File: src/rtl/pipe_ctrl_pkg.sv
// Shared core definitions for the pipeline hazard controller: state encoding,
// register-index width, the canonical nop and the control-output bundle.
package pipe_ctrl_pkg;

  localparam int unsigned REG_IDX_W   = 5;
  localparam int unsigned CNT_W       = 8;
  localparam int unsigned STALL_CNT_W = 32;

  // addi x0, x0, 0
  localparam logic [31:0] NOP = 32'h0000_0013;

  typedef enum logic {
    RUN     = 1'b0,
    MD_BUSY = 1'b1
  } state_e;

  typedef struct packed {
    logic pc_hold;
    logic if_id_hold;
    logic if_id_flush;
    logic id_ex_flush;
    logic ex_hold;
    logic md_done;
  } ctl_t;

endpackage

File: src/rtl/pipe_stall_timer.sv
// Loadable down-counter that times a mul/div occupancy of EX; flags the
// final cycle when the count reaches one.
module pipe_stall_timer
  import pipe_ctrl_pkg::*;
(
  input  logic             clk,
  input  logic             rst_n,
  input  logic             i_load,
  input  logic [CNT_W-1:0] i_load_val,
  input  logic             i_dec,
  output logic             o_last_c
);

  logic [CNT_W-1:0] r_cnt;

  always_ff @(posedge clk or negedge rst_n) begin
    if (!rst_n) begin
      r_cnt <= '0;
    end else if (i_load) begin
      r_cnt <= i_load_val;
    end else if (i_dec && (r_cnt != '0)) begin
      r_cnt <= r_cnt - CNT_W'(1);
    end
  end

  assign o_last_c = (r_cnt == CNT_W'(1));

endmodule

File: src/rtl/pipe_ctrl.sv
// Hazard controller for the 5-stage core: load-use bubbles, EX-resolved
// jump flushes, multi-cycle mul/div front-end stall and a stall-cycle counter.
module pipe_ctrl
  import pipe_ctrl_pkg::*;
#(
  parameter int unsigned MD_LAT = 34
) (
  input  logic                   clk,
  input  logic                   rst_n,
  input  logic [REG_IDX_W-1:0]   id_rs1,
  input  logic [REG_IDX_W-1:0]   id_rs2,
  input  logic                   id_rs1_re,
  input  logic                   id_rs2_re,
  input  logic [REG_IDX_W-1:0]   ex_rd,
  input  logic                   ex_is_load,
  input  logic                   ex_jump,
  input  logic                   ex_md_start,
  output logic                   pc_hold,
  output logic                   if_id_hold,
  output logic                   if_id_flush,
  output logic                   id_ex_flush,
  output logic                   ex_hold,
  output logic                   md_done,
  output logic [STALL_CNT_W-1:0] stall_cnt
);

  localparam logic [CNT_W-1:0] MD_LOAD = CNT_W'(MD_LAT - 1);

  state_e                 r_state;
  state_e                 w_state_nxt;
  ctl_t                   w_ctl;
  logic                   w_load_use;
  logic                   w_tmr_load;
  logic                   w_tmr_dec;
  logic                   w_tmr_last;
  logic [STALL_CNT_W-1:0] r_stall_cnt;

  // x0 is hard-wired zero, so a load targeting it never creates a dependency
  assign w_load_use = ex_is_load && (ex_rd != '0) &&
                      ((id_rs1_re && (id_rs1 == ex_rd)) ||
                       (id_rs2_re && (id_rs2 == ex_rd)));

  pipe_stall_timer u_timer (
    .clk        (clk),
    .rst_n      (rst_n),
    .i_load     (w_tmr_load),
    .i_load_val (MD_LOAD),
    .i_dec      (w_tmr_dec),
    .o_last_c   (w_tmr_last)
  );

  always_ff @(posedge clk or negedge rst_n) begin
    if (!rst_n) begin
      r_state <= RUN;
    end else begin
      r_state <= w_state_nxt;
    end
  end

  // Priority: jump > mul/div > load-use; MD_BUSY ignores every request
  always_comb begin
    w_state_nxt = r_state;
    w_ctl       = '0;
    w_tmr_load  = 1'b0;
    w_tmr_dec   = 1'b0;
    case (r_state)
      RUN: begin
        if (ex_jump) begin
          w_ctl.if_id_flush = 1'b1;
          w_ctl.id_ex_flush = 1'b1;
        end else if (ex_md_start) begin
          w_ctl.pc_hold    = 1'b1;
          w_ctl.if_id_hold = 1'b1;
          w_ctl.ex_hold    = 1'b1;
          w_tmr_load       = 1'b1;
          w_state_nxt      = MD_BUSY;
        end else if (w_load_use) begin
          w_ctl.pc_hold     = 1'b1;
          w_ctl.if_id_hold  = 1'b1;
          w_ctl.id_ex_flush = 1'b1;
        end
      end
      MD_BUSY: begin
        w_ctl.pc_hold    = 1'b1;
        w_ctl.if_id_hold = 1'b1;
        w_ctl.ex_hold    = 1'b1;
        w_tmr_dec        = 1'b1;
        if (w_tmr_last) begin
          w_ctl.md_done = 1'b1;
          w_state_nxt   = RUN;
        end
      end
      default: w_state_nxt = RUN;
    endcase
    if (w_ctl.if_id_flush) begin
      w_ctl.if_id_hold = 1'b0;
    end
    if (!rst_n) begin
      w_ctl = '0;
    end
  end

  always_ff @(posedge clk or negedge rst_n) begin
    if (!rst_n) begin
      r_stall_cnt <= '0;
    end else if (w_ctl.pc_hold) begin
      r_stall_cnt <= r_stall_cnt + STALL_CNT_W'(1);
    end
  end

  assign pc_hold     = w_ctl.pc_hold;
  assign if_id_hold  = w_ctl.if_id_hold;
  assign if_id_flush = w_ctl.if_id_flush;
  assign id_ex_flush = w_ctl.id_ex_flush;
  assign ex_hold     = w_ctl.ex_hold;
  assign md_done     = w_ctl.md_done;
  assign stall_cnt   = r_stall_cnt;

endmodule

File: config.mk
export PLATFORM = sky130hd
export DESIGN_NAME = pipe_ctrl
export DESIGN_NICKNAME = d
export VERILOG_FILES = /design/src/rtl/pipe_ctrl_pkg.sv /design/src/rtl/pipe_stall_timer.sv /design/src/rtl/pipe_ctrl.sv
export SDC_FILE = /design/constraint.sdc
export NUM_CORES = 1
export LEC_CHECK = 0
export BUFFER_PORTS_ARGS = -buffer_cell sky130_fd_sc_hd__buf_2
export CORE_MARGIN = 2
export CORE_UTILIZATION = 54
export CTS_BUF_LIST = sky130_fd_sc_hd__clkbuf_2
export CTS_CLUSTER_SIZE = 40
export DETAILED_ROUTE_END_ITERATION = 7
export PLACE_DENSITY = 0.94
export SETUP_SLACK_MARGIN = 0.3
export SLEW_MARGIN = 20
export SYNTH_ARGS = -nofsm -noshare
export SYNTH_HDL_FRONTEND = slang
export SYNTH_SLANG_ARGS = --single-unit
File: constraint.sdc
create_clock -name clk -period 2.72 [get_ports clk]
set_input_delay 0.136 -clock clk [delete_from_list [all_inputs] [get_ports clk]]
set_output_delay 0.136 -clock clk [all_outputs]
set_load 0.1 [all_outputs]
==> results.py, run 1 <==
metrics = {
    "outcome": {
        "status": "complete, no violations",
    },
    "layout": {
        "area_growth_pct": 22.16,
        "layout_common_cells": "59 x buf_2, 28 x dfrtp_1, 25 x nand2_1, 22 x xnor2_1, 22 x xor2_1",
        "fin_cells": 336,
        "final_common_cell": "buf_2",
        "finalCoreUtilization_pct": 67.18,
        "diodes": 0,
        "drive_above_1_share_pct": 32.87,
        "fin_nets": 310,
    },
    "worst_hold_path": {
        "hold_path.class": "input port to asynchronous set/reset pin",
    },
    "flow_run": {
        "maxCapViolations": 0,
    },
    "worst_setup_path": {
        "crit_type": "register to primary output",
        "cp_max_fo": 11,
        "cp-start-kind": "register",
        "cp.arrival_ns": 2.15,
        "required_ns": 2.58,
        "cp-end-kind": "primary output",
    },
    "clocking": {
        "cts_sinks": 41,
        "htreeDepth": 2,
        "cts_made_buffers": 5,
        "clk_pin_slew_ns": 0.21,
        "clkLatencyLatePin_ns": 0.40,
        "cts_buffer_depth": 2,
        "clock-root-buffer": "clkbuf_2",
        "cts_setup_buffers": 0,
        "cts_tree": "yes",
    },
    "logic_synthesis": {
        "ys_seq_elements": 41,
        "avgSynthCellArea_um2": 9.992,
        "syn-cell-area_mm2": 0.002168,
        "synth_nets": 242,
        "yosysUniqueCellTypes": 37,
        "synth_cells": 217,
        "ys_warn_count": 0,
        "ys_seq_area_share_pct": 47.32,
    },
    "detailed_routing": {
        "top_layer": "met4",
        "met3_wirelength_um": 263,
        "route.met2.wl_um": 2306,
        "wl_per_cell_um": 14.14,
        "dr.pass1.iters": 4,
        "viasPerCell": 5.563,
        "drt_iter0_markers": 115,
        "routed_wl_um": 4750,
        "met1Wirelength_um": 2110,
        "routed-via-count": 1869,
        "detail-route-antenna-nets": 0,
        "drc": 0,
    },
    "sta": {
        "drv_slew": 0,
        "rsz0062_at_grt": "false",
        "slew_headroom_pct": 62.05,
        "finalCriticalPeriod_ns": 2.281,
        "setup_tns_ns": 0,
        "final.setup_skew_ns": 0.02413,
        "max_slew.worst_pin.slew_ns": 0.5688,
        "timing.fmax_ghz": 0.4384,
        "setup_violations": 0,
        "worst_slack_ns": 0.4389,
        "fin_crit_sh_pct": 83.86,
        "final_hold_viol_count": 0,
    },
    "die": {
        "fp.dieH_um": 67.37,
        "start_util_pct": 55.00,
        "io-pin-count": 60,
        "coreArea_mm2": 0.003943,
        "die_w_um": 67.37,
        "fp-row-count": 23,
        "die_area_mm2": 0.004538,
    },
    "global_route": {
        "grt_max_degree": 37,
        "overflow": 0,
        "grt_pass1_vias": 1777,
        "grt_usage_pct": 22.84,
        "antenna_found_initial": 0,
        "grt_first_pass_wirelength_um": 7914,
    },
    "placement": {
        "numPlacedInstances": 327,
        "dp_slack_ns": 0.5313,
        "hpwl_um": 3537,
        "gp_congestion": 0.8526,
        "io_buffers": 59,
    },
    "power": {
        "p_leak_uw": 0.001323,
        "ir_drop_uv": 471.5,
        "power_density_mw_per_mm2": 836.6,
    },
}
[cell families (layout without fill, tap and decap cells)]
| kind of cell | count (synthesis) | count (layout) | share of synthesized area (%) |
|---|---|---|---|
| AO/OA/AOI/OAI | 15 | 15 | 4.559 |
| XOR/XNOR | 44 | 44 | 17.77 |
| adder cells (fa/ha/maj) | 3 | 3 | 1.731 |
| buffers and inverters | 9 | 78 | 1.615 |
| flip-flops | 41 | 41 | 47.32 |
| AND/OR/NAND/NOR | 105 | 105 | 27.00 |
[worst paths after layout]
path                                     from               end  slack, ns  depth (start not counted)
worst max-delay path                  r_state        if_id_hold       0.44                          5
worst min-delay path                    rst_n  u_timer.r_cnt[4]       0.11                          2
worst max register to register   stall_cnt[2]     stall_cnt[20]       0.53                          6
worst min register to register  stall_cnt[31]     stall_cnt[31]       0.48                          1
max in group asynchronous               rst_n      stall_cnt[9]       1.85                          3
min in group clk                  ex_md_start           r_state       0.13                          3
[state kept, by name, indices dropped and copies added (netlist names)]
name	count
r_state	1
u_timer.r_cnt	8
stall_cnt	32
[Yosys cell counts]
cell type / number / area [um2]
o31ai_1: 1 / 7.510
o22ai_1: 1 / 6.260
xor2_1: 22 / 192.7
nand3_1: 7 / 35.03
and3_1: 4 / 25.02
clkbuf_1: 1 / 3.750
nor4b_2: 1 / 15.01
or3_1: 1 / 6.260
dfrtp_1: 41 / 1026
inv_1: 6 / 22.52
o21ai_0: 4 / 20.02
o21ai_1: 2 / 10.01
nand4_1: 9 / 56.30
buf_2: 1 / 5.000
a21o_1: 1 / 7.510
nand2_1: 25 / 93.84
nor2b_1: 2 / 12.51
nor4_2: 1 / 12.51
inv_2: 1 / 3.750
or4_4: 1 / 11.26
nor2_1: 13 / 48.80
nor4_1: 7 / 43.79
ha_1: 3 / 37.54
and4_1: 2 / 17.52
or4_1: 2 / 15.01
nor4b_1: 2 / 17.52
a31oi_2: 1 / 12.51
and2_1: 3 / 18.77
nor3_2: 1 / 10.01
nor3b_1: 6 / 45.04
a21oi_1: 4 / 20.02
or2_2: 2 / 12.51
nand2b_1: 4 / 25.02
or3b_2: 1 / 8.760
xnor2_1: 22 / 192.7
nor3_1: 11 / 55.05
a2bb2oi_2: 1 / 15.01
[final cells by class]
| cell class | instances | area, um2 |
|---|---|---|
| multi-input cells | 167 | 1126 |
| well taps | 50 | 62.56 |
| flip-flops and latches | 41 | 1042 |
| fillers | 302 | 1294 |
| clock inverters | 2 | 33.78 |
| clock buffers | 6 | 30.03 |
| repair buffers | 63 | 327.8 |
| inverters | 7 | 26.28 |
[report_power, final]
| part | switching (uW) | internal [uW] |
|---|---|---|
| clock | 203 | 157 |
| sequential | 151 | 737 |
| combinational | 721 | 246 |
[metal layers]
layer	track usage (%)	vias to the layer above
met5	0	-
li1	-	892
met4	8.163	0
met2	40.10	63
met1	27.55	906
met3	4.833	8
[per-stage QoR]
stage	hold slack (ns)	area [um2]	total power, uW
5_1_grt	0.1023	2649	2329
4_1_cts	0.08909	2640	2209
3_3_place_gp	0.004684	2566	1824
6_report	0.1119	2649	2216
2_1_floorplan	-0.1596	2195	1648
3_5_place_dp	0.01131	2566	1859
[worst max-delay path, cell delays in order (launching register included)]
cell and delay (ns):
dfrtp_1 0.55, nand2b_1 0.24, and2_1 0.21, a31oi_4 0.28, inv_2 0.15, buf_2 0.32
[what timing repair did]
action                                  in CTS  in global routing
hold buffers                                 1                  0
hold endpoints to repair                    41                  0
gates resized for setup                      0                  1
endpoints found under the setup margin       0                  2
No activity file was read; power rests on OpenSTA's default activity.
==> inputs of run 2 (changes only) <==
Settings changed: ABC_AREA set to 1, CORE_UTILIZATION 54 to 52, PLACE_DENSITY 0.94 to 0.91.
Clock period 2.72 ns to 2 ns, I/O delays scaled along.
==> results.py, run 2 <==
metrics = {
    "sta": {
        "setup_tns_ns": 0,
        "timing.fmax_ghz": 0.5506,
        "max_slew.worst_pin.slew_ns": 0.5089,
        "rsz0062_at_grt": "true",
        "final_hold_viol_count": 0,
        "fin_crit_sh_pct": 90.82,
        "slew_headroom_pct": 66.31,
        "setup_violations": 0,
        "drv_slew": 0,
        "finalCriticalPeriod_ns": 1.816,
        "final.setup_skew_ns": 0.03775,
    },
    "layout": {
        "layout_common_cells": "182 x nand2_1, 56 x inv_1, 53 x buf_2, 49 x nand3_1, 42 x nor2_1",
        "area_growth_pct": 29.34,
        "final_common_cell": "nand2_1",
        "finalCoreUtilization_pct": 70.48,
        "design_area_mm2": 0.003905,
        "fin_nets": 580,
        "drive_above_1_share_pct": 30.22,
        "diodes": 0,
        "largest_reg_flops": 32,
        "fill_cells": 443,
    },
    "global_route": {
        "grt_usage_pct": 28.96,
        "antenna_found_initial": 0,
        "overflow": 0,
        "grt_first_pass_wirelength_um": 14900,
        "grt_max_degree": 42,
        "grt_pass1_vias": 3191,
    },
    "logic_synthesis": {
        "synth_common_cells": "187 x nand2_1, 59 x inv_1, 51 x nand3_1",
        "synth_edf_count": 0,
        "post-synth-top-area-cell": "dfrtp_1",
        "synth_cells": 474,
        "yosysMostFrequentCell": "nand2_1",
        "ys_warn_count": 0,
        "ys_seq_area_share_pct": 33.98,
        "yosysUniqueCellTypes": 28,
        "synth_flop_cell": "dfrtp_1",
        "ys_seq_elements": 41,
        "synth.area.top_cells": "dfrtp_1 34%, nand2_1 23%, nand3_1 8.5%",
        "avgSynthCellArea_um2": 6.370,
        "synth.top_cell.area_share_pct": 33.98,
        "synth_nets": 499,
        "syn-cell-area_mm2": 0.003019,
        "ys_async_sr_fraction_pct": 100.0,
    },
    "clocking": {
        "clock-root-buffer": "clkbuf_2",
        "cts_sinks": 41,
        "htreeDepth": 2,
        "clkLatencyLatePin_ns": 0.43,
        "clk_pin_slew_ns": 0.25,
        "cts_buffer_depth": 2,
        "cts_made_buffers": 5,
        "cts_tree": "yes",
    },
    "placement": {
        "gp_congestion": 0.9588,
        "dpl-instance-area_mm2": 0.003540,
        "hpwl_um": 5872,
        "io_buffers": 59,
    },
    "detailed_routing": {
        "drc": 0,
        "wl_per_cell_um": 14.37,
        "routed-via-count": 3449,
        "drt_iter0_markers": 441,
        "detail-route-antenna-nets": 0,
        "dr.pass1.iters": 5,
        "routed_wl_um": 9025,
        "viasPerCell": 5.492,
    },
    "outcome": {
        "status": "complete, no violations",
    },
    "worst_setup_path": {
        "crit_type": "register to primary output",
        "cp.arrival_ns": 1.72,
        "required_ns": 1.90,
        "reg2reg_slack_ns": 0.38,
        "cp_max_fo": 6,
        "cp-start-kind": "register",
        "cp-end-kind": "primary output",
    },
    "die": {
        "die_area_mm2": 0.006431,
        "fp.dieH_um": 80.20,
        "fp-row-count": 27,
        "io-pin-count": 60,
        "start_util_pct": 54.49,
        "coreArea_mm2": 0.005540,
        "die_w_um": 80.20,
    },
    "power": {
        "ir_drop_uv": 960.1,
        "power_density_mw_per_mm2": 934.4,
        "p_leak_uw": 0.001915,
    },
    "worst_hold_path": {
        "hold_path.class": "input port to register",
    },
    "flow_run": {
        "maxCapViolations": 0,
    },
}
-- run 2: area by class of cell --
class	count	area [um2]	share of cell area, %
clock buffer	6	30.03	0.7690
clock inverter	2	35.03	0.8971
inverter	65	244.0	6.248
multi-input combinational	360	1818	46.56
sequential	41	1102	28.23
tap	72	90.09	2.307
timing repair buffer	82	585.6	15.00
-- run 2: path summary, 6_finish.rpt --
path,startpoint,end,cells past startpoint
max,u_timer.r_cnt[3],md_done,6
min in group asynchronous,rst_n,stall_cnt[30],4
max in group asynchronous,rst_n,stall_cnt[12],4
max reg2reg,stall_cnt[4],stall_cnt[18],11
min reg2reg,u_timer.r_cnt[5],u_timer.r_cnt[5],2
min,ex_md_start,stall_cnt[26],5
-- run 2: worst max-delay path, stage by stage (launching register included) --
cell and delay [ns]:
dfrtp_1 0.52, inv_1 0.11, nand2_1 0.07, inv_1 0.08, nand4_1 0.19, nor2_4 0.16
buf_12 0.18
-- run 2: timing repair --
action	CTS	global route
hold buffers	2	0
pin swaps	4	9
resized for setup	12	20
cloned	1	0
setup endpoints to repair	10	25
endpoints found under the hold margin	41	0
setup buffers	5	13
-- run 2: power breakdown --
group / total, uW / switching, uW / internal [uW]
logic: 1930 / 1330 / 608
registers: 1210 / 192 / 1020
clock network: 509 / 294 / 215
total: 3650 / 1810 / 1840
-- run 2: cell families (layout without fill, tap and decap cells) --
family / count (synthesis) / after routing / share of synthesized area [%]
and+or+nand+nor: 334 / 335 / 48.82
buffers and inverters: 74 / 155 / 10.82
DFF: 41 / 41 / 33.98
AOI/OAI and AO/OA: 12 / 12 / 2.238
xor gates and xnor gates: 10 / 10 / 2.901
adders and majority gates: 3 / 3 / 1.243
-- run 2: metal layers --
| layer | track usage, % | share of wire [%] | up-vias |
|---|---|---|---|
| met5 | 0 | 0 | - |
| met4 | 9.492 | 3.1 | 0 |
| met3 | 4.270 | 7.1 | 34 |
| met2 | 47.83 | 49 | 172 |
| met1 | 38.93 | 41 | 1593 |
| li1 | - | - | 1650 |
-- run 2: stage by stage --
step,power [uW],hold slack [ns],instances,setup slack [ns]
floorplan,2425,-0.1956,474,0.2521
global route,3832,0.1257,628,0.09772
finish,3649,0.08729,628,0.1837
detailed placement,2758,0.1905,599,0.2000
global placement,2686,0.1876,599,0.3360
CTS,3407,0.1564,615,0.1897
==> inputs of run 3 (changes only) <==
Settings changed: SETUP_SLACK_MARGIN 0.3 to not set.
==> results.py, run 3 (synthesis gave the netlist of run 2 again) <==
metrics = {
    "layout": {
        "diodes": 0,
        "multi_input_area_mm2": 0.001700,
        "largest_reg_flops": 32,
        "drive_above_1_share_pct": 21.30,
        "design_area_mm2": 0.003633,
        "fill_cells": 520,
        "final_common_cell": "nand2_1",
        "fin_nets": 564,
        "finalCoreUtilization_pct": 65.58,
        "layout_common_cells": "185 x nand2_1, 59 x inv_1, 53 x buf_2, 51 x nand3_1, 48 x nor2_1",
        "seqCellArea_mm2": 0.001046,
        "area_growth_pct": 20.35,
    },
    "global_route": {
        "grt_first_pass_wirelength_um": 13360,
        "overflow": 0,
        "antenna_found_initial": 0,
        "grt_usage_pct": 25.95,
        "grt_max_degree": 37,
        "grt_pass1_vias": 3081,
    },
    "sta": {
        "fin_crit_sh_pct": 91.78,
        "setup_violations": 0,
        "rsz0062_at_grt": "false",
        "finalCriticalPeriod_ns": 1.836,
        "drv_slew": 0,
        "timing.hold.ws_ns": 0.06288,
        "final_hold_viol_count": 0,
        "slew_headroom_pct": 66.51,
        "timing.fmax_ghz": 0.5448,
        "setup_tns_ns": 0,
        "final.setup_skew_ns": 0.02449,
        "max_slew.worst_pin.slew_ns": 0.5059,
    },
    "outcome": {
        "status": "complete, no violations",
    },
    "detailed_routing": {
        "detail-route-antenna-nets": 0,
        "drc": 0,
        "viasPerCell": 5.443,
        "dr.pass1.iters": 5,
        "routed_wl_um": 8082,
        "wl_per_cell_um": 13.21,
        "drt_iter0_markers": 254,
        "routed-via-count": 3331,
    },
    "worst_hold_path": {
        "hold_path.class": "input port to asynchronous set/reset pin",
    },
    "flow_run": {
        "maxCapViolations": 0,
    },
    "worst_setup_path": {
        "path_cells": "inv_1 > nand2_1 > nor3_2 > nand4_1 > nor2_2 > buf_12",
        "cp-start-kind": "register",
        "cp-end-kind": "primary output",
        "cp_max_fo": 4,
        "crit_type": "register to primary output",
        "slowest_stage": "dfrtp_1",
        "cp.arrival_ns": 1.74,
        "slowest_delay_ns": 0.44,
        "required_ns": 1.90,
    },
    "die": {
        "fp-row-count": 27,
        "start_util_pct": 54.49,
        "coreArea_mm2": 0.005540,
        "die_area_mm2": 0.006431,
        "die_w_um": 80.20,
        "io-pin-count": 60,
        "fp.dieH_um": 80.20,
    },
    "power": {
        "power_density_mw_per_mm2": 948.8,
        "p_leak_uw": 0.001853,
        "ir_drop_uv": 1090,
    },
    "clocking": {
        "clkLatencyLatePin_ns": 0.43,
        "cts_made_buffers": 5,
        "cts_buffer_depth": 2,
        "clock-root-buffer": "clkbuf_2",
        "clk_pin_slew_ns": 0.24,
        "htreeDepth": 2,
        "cts_tree": "yes",
        "cts_sinks": 41,
    },
    "placement": {
        "gp_congestion": 0.9537,
        "io_buffers": 59,
        "hpwl_um": 6115,
        "dpl-instance-area_mm2": 0.003485,
    },
}
==> run 3: cell count changes in the layout (fill, tap and decap cells not counted), moves of 3 or more <==
| cell | previous run | this run |
|---|---|---|
| inv_1 | 56 | 59 |
| dfrtp_2 | 19 | 16 |
| dfrtp_1 | 8 | 25 |
| nand2_1 | 182 | 185 |
| buf_4 | 20 | 5 |
| inv_2 | 9 | 6 |
| dfrtp_4 | 14 | 0 |
| nor2_2 | 8 | 3 |
| nor2_1 | 42 | 48 |
| nor3_1 | 12 | 15 |
==> run 3: report_power, final <==
group / internal [uW] / switching, uW / total, uW / leakage (uW)
combinational: 442 / 1210 / 1650 / 0.00128
sequential: 989 / 173 / 1160 / 0.000523
clock: 334 / 297 / 631 / 0.0000529
==> run 3: routing by layer <==
metal,vias to the layer above,share of wire [%],track usage (%)
li1,1616,-,-
met1,1523,43,32.93
met2,170,48,44.83
met3,22,6.7,3.258
met4,0,1.9,10.00
met5,-,0,0
==> run 3: per-stage QoR <==
step / worst slack [ns] / total power [uW] / instances
after global routing: 0.03207 / 3623 / 612
after CTS: 0.02720 / 3388 / 610
after detailed placement: 0.1939 / 2754 / 600
after floorplan: 0.01321 / 2391 / 474
final: 0.1644 / 3447 / 612
after global placement: 0.3550 / 2675 / 600
==> run 3: critical path, delay by kind of cell, from the launching register on <==
family	cells	cell delay, ns
and+or+nand+nor	4	0.57
buffers and inverters	2	0.32
DFF	1	0.44
==> run 3: what timing repair did <==
item                                    CTS  global route
resized for setup                         1             5
endpoints found under the setup margin    2             7
buffers inserted                          0             2
endpoints found under the hold margin    42             0
hold buffers                              2             0
pin swaps                                 0             1
==> run 3: final timing paths <==
path                       slack (ns)          endpoint              from  cells after the start
setup / recovery                 0.16           md_done  u_timer.r_cnt[5]                      6
hold / removal                   0.06      stall_cnt[9]             rst_n                      2
setup reg to reg                 0.26  u_timer.r_cnt[4]  u_timer.r_cnt[0]                     10
hold reg to reg                  0.55  u_timer.r_cnt[5]  u_timer.r_cnt[5]                      2
max in group asynchronous        1.36     stall_cnt[16]             rst_n                      3
min in group clk                 0.17           r_state           ex_jump                      4
==> run 3: final cells by class <==
cell class / count / area share (%)
Clock buffer: 5 / 0.6887
Clock inverter: 3 / 1.791
Inverter: 65 / 6.715
Multi-Input combinational cell: 359 / 46.80
Sequential cell: 41 / 28.79
Tap cell: 72 / 2.479
Timing Repair Buffer: 67 / 12.74
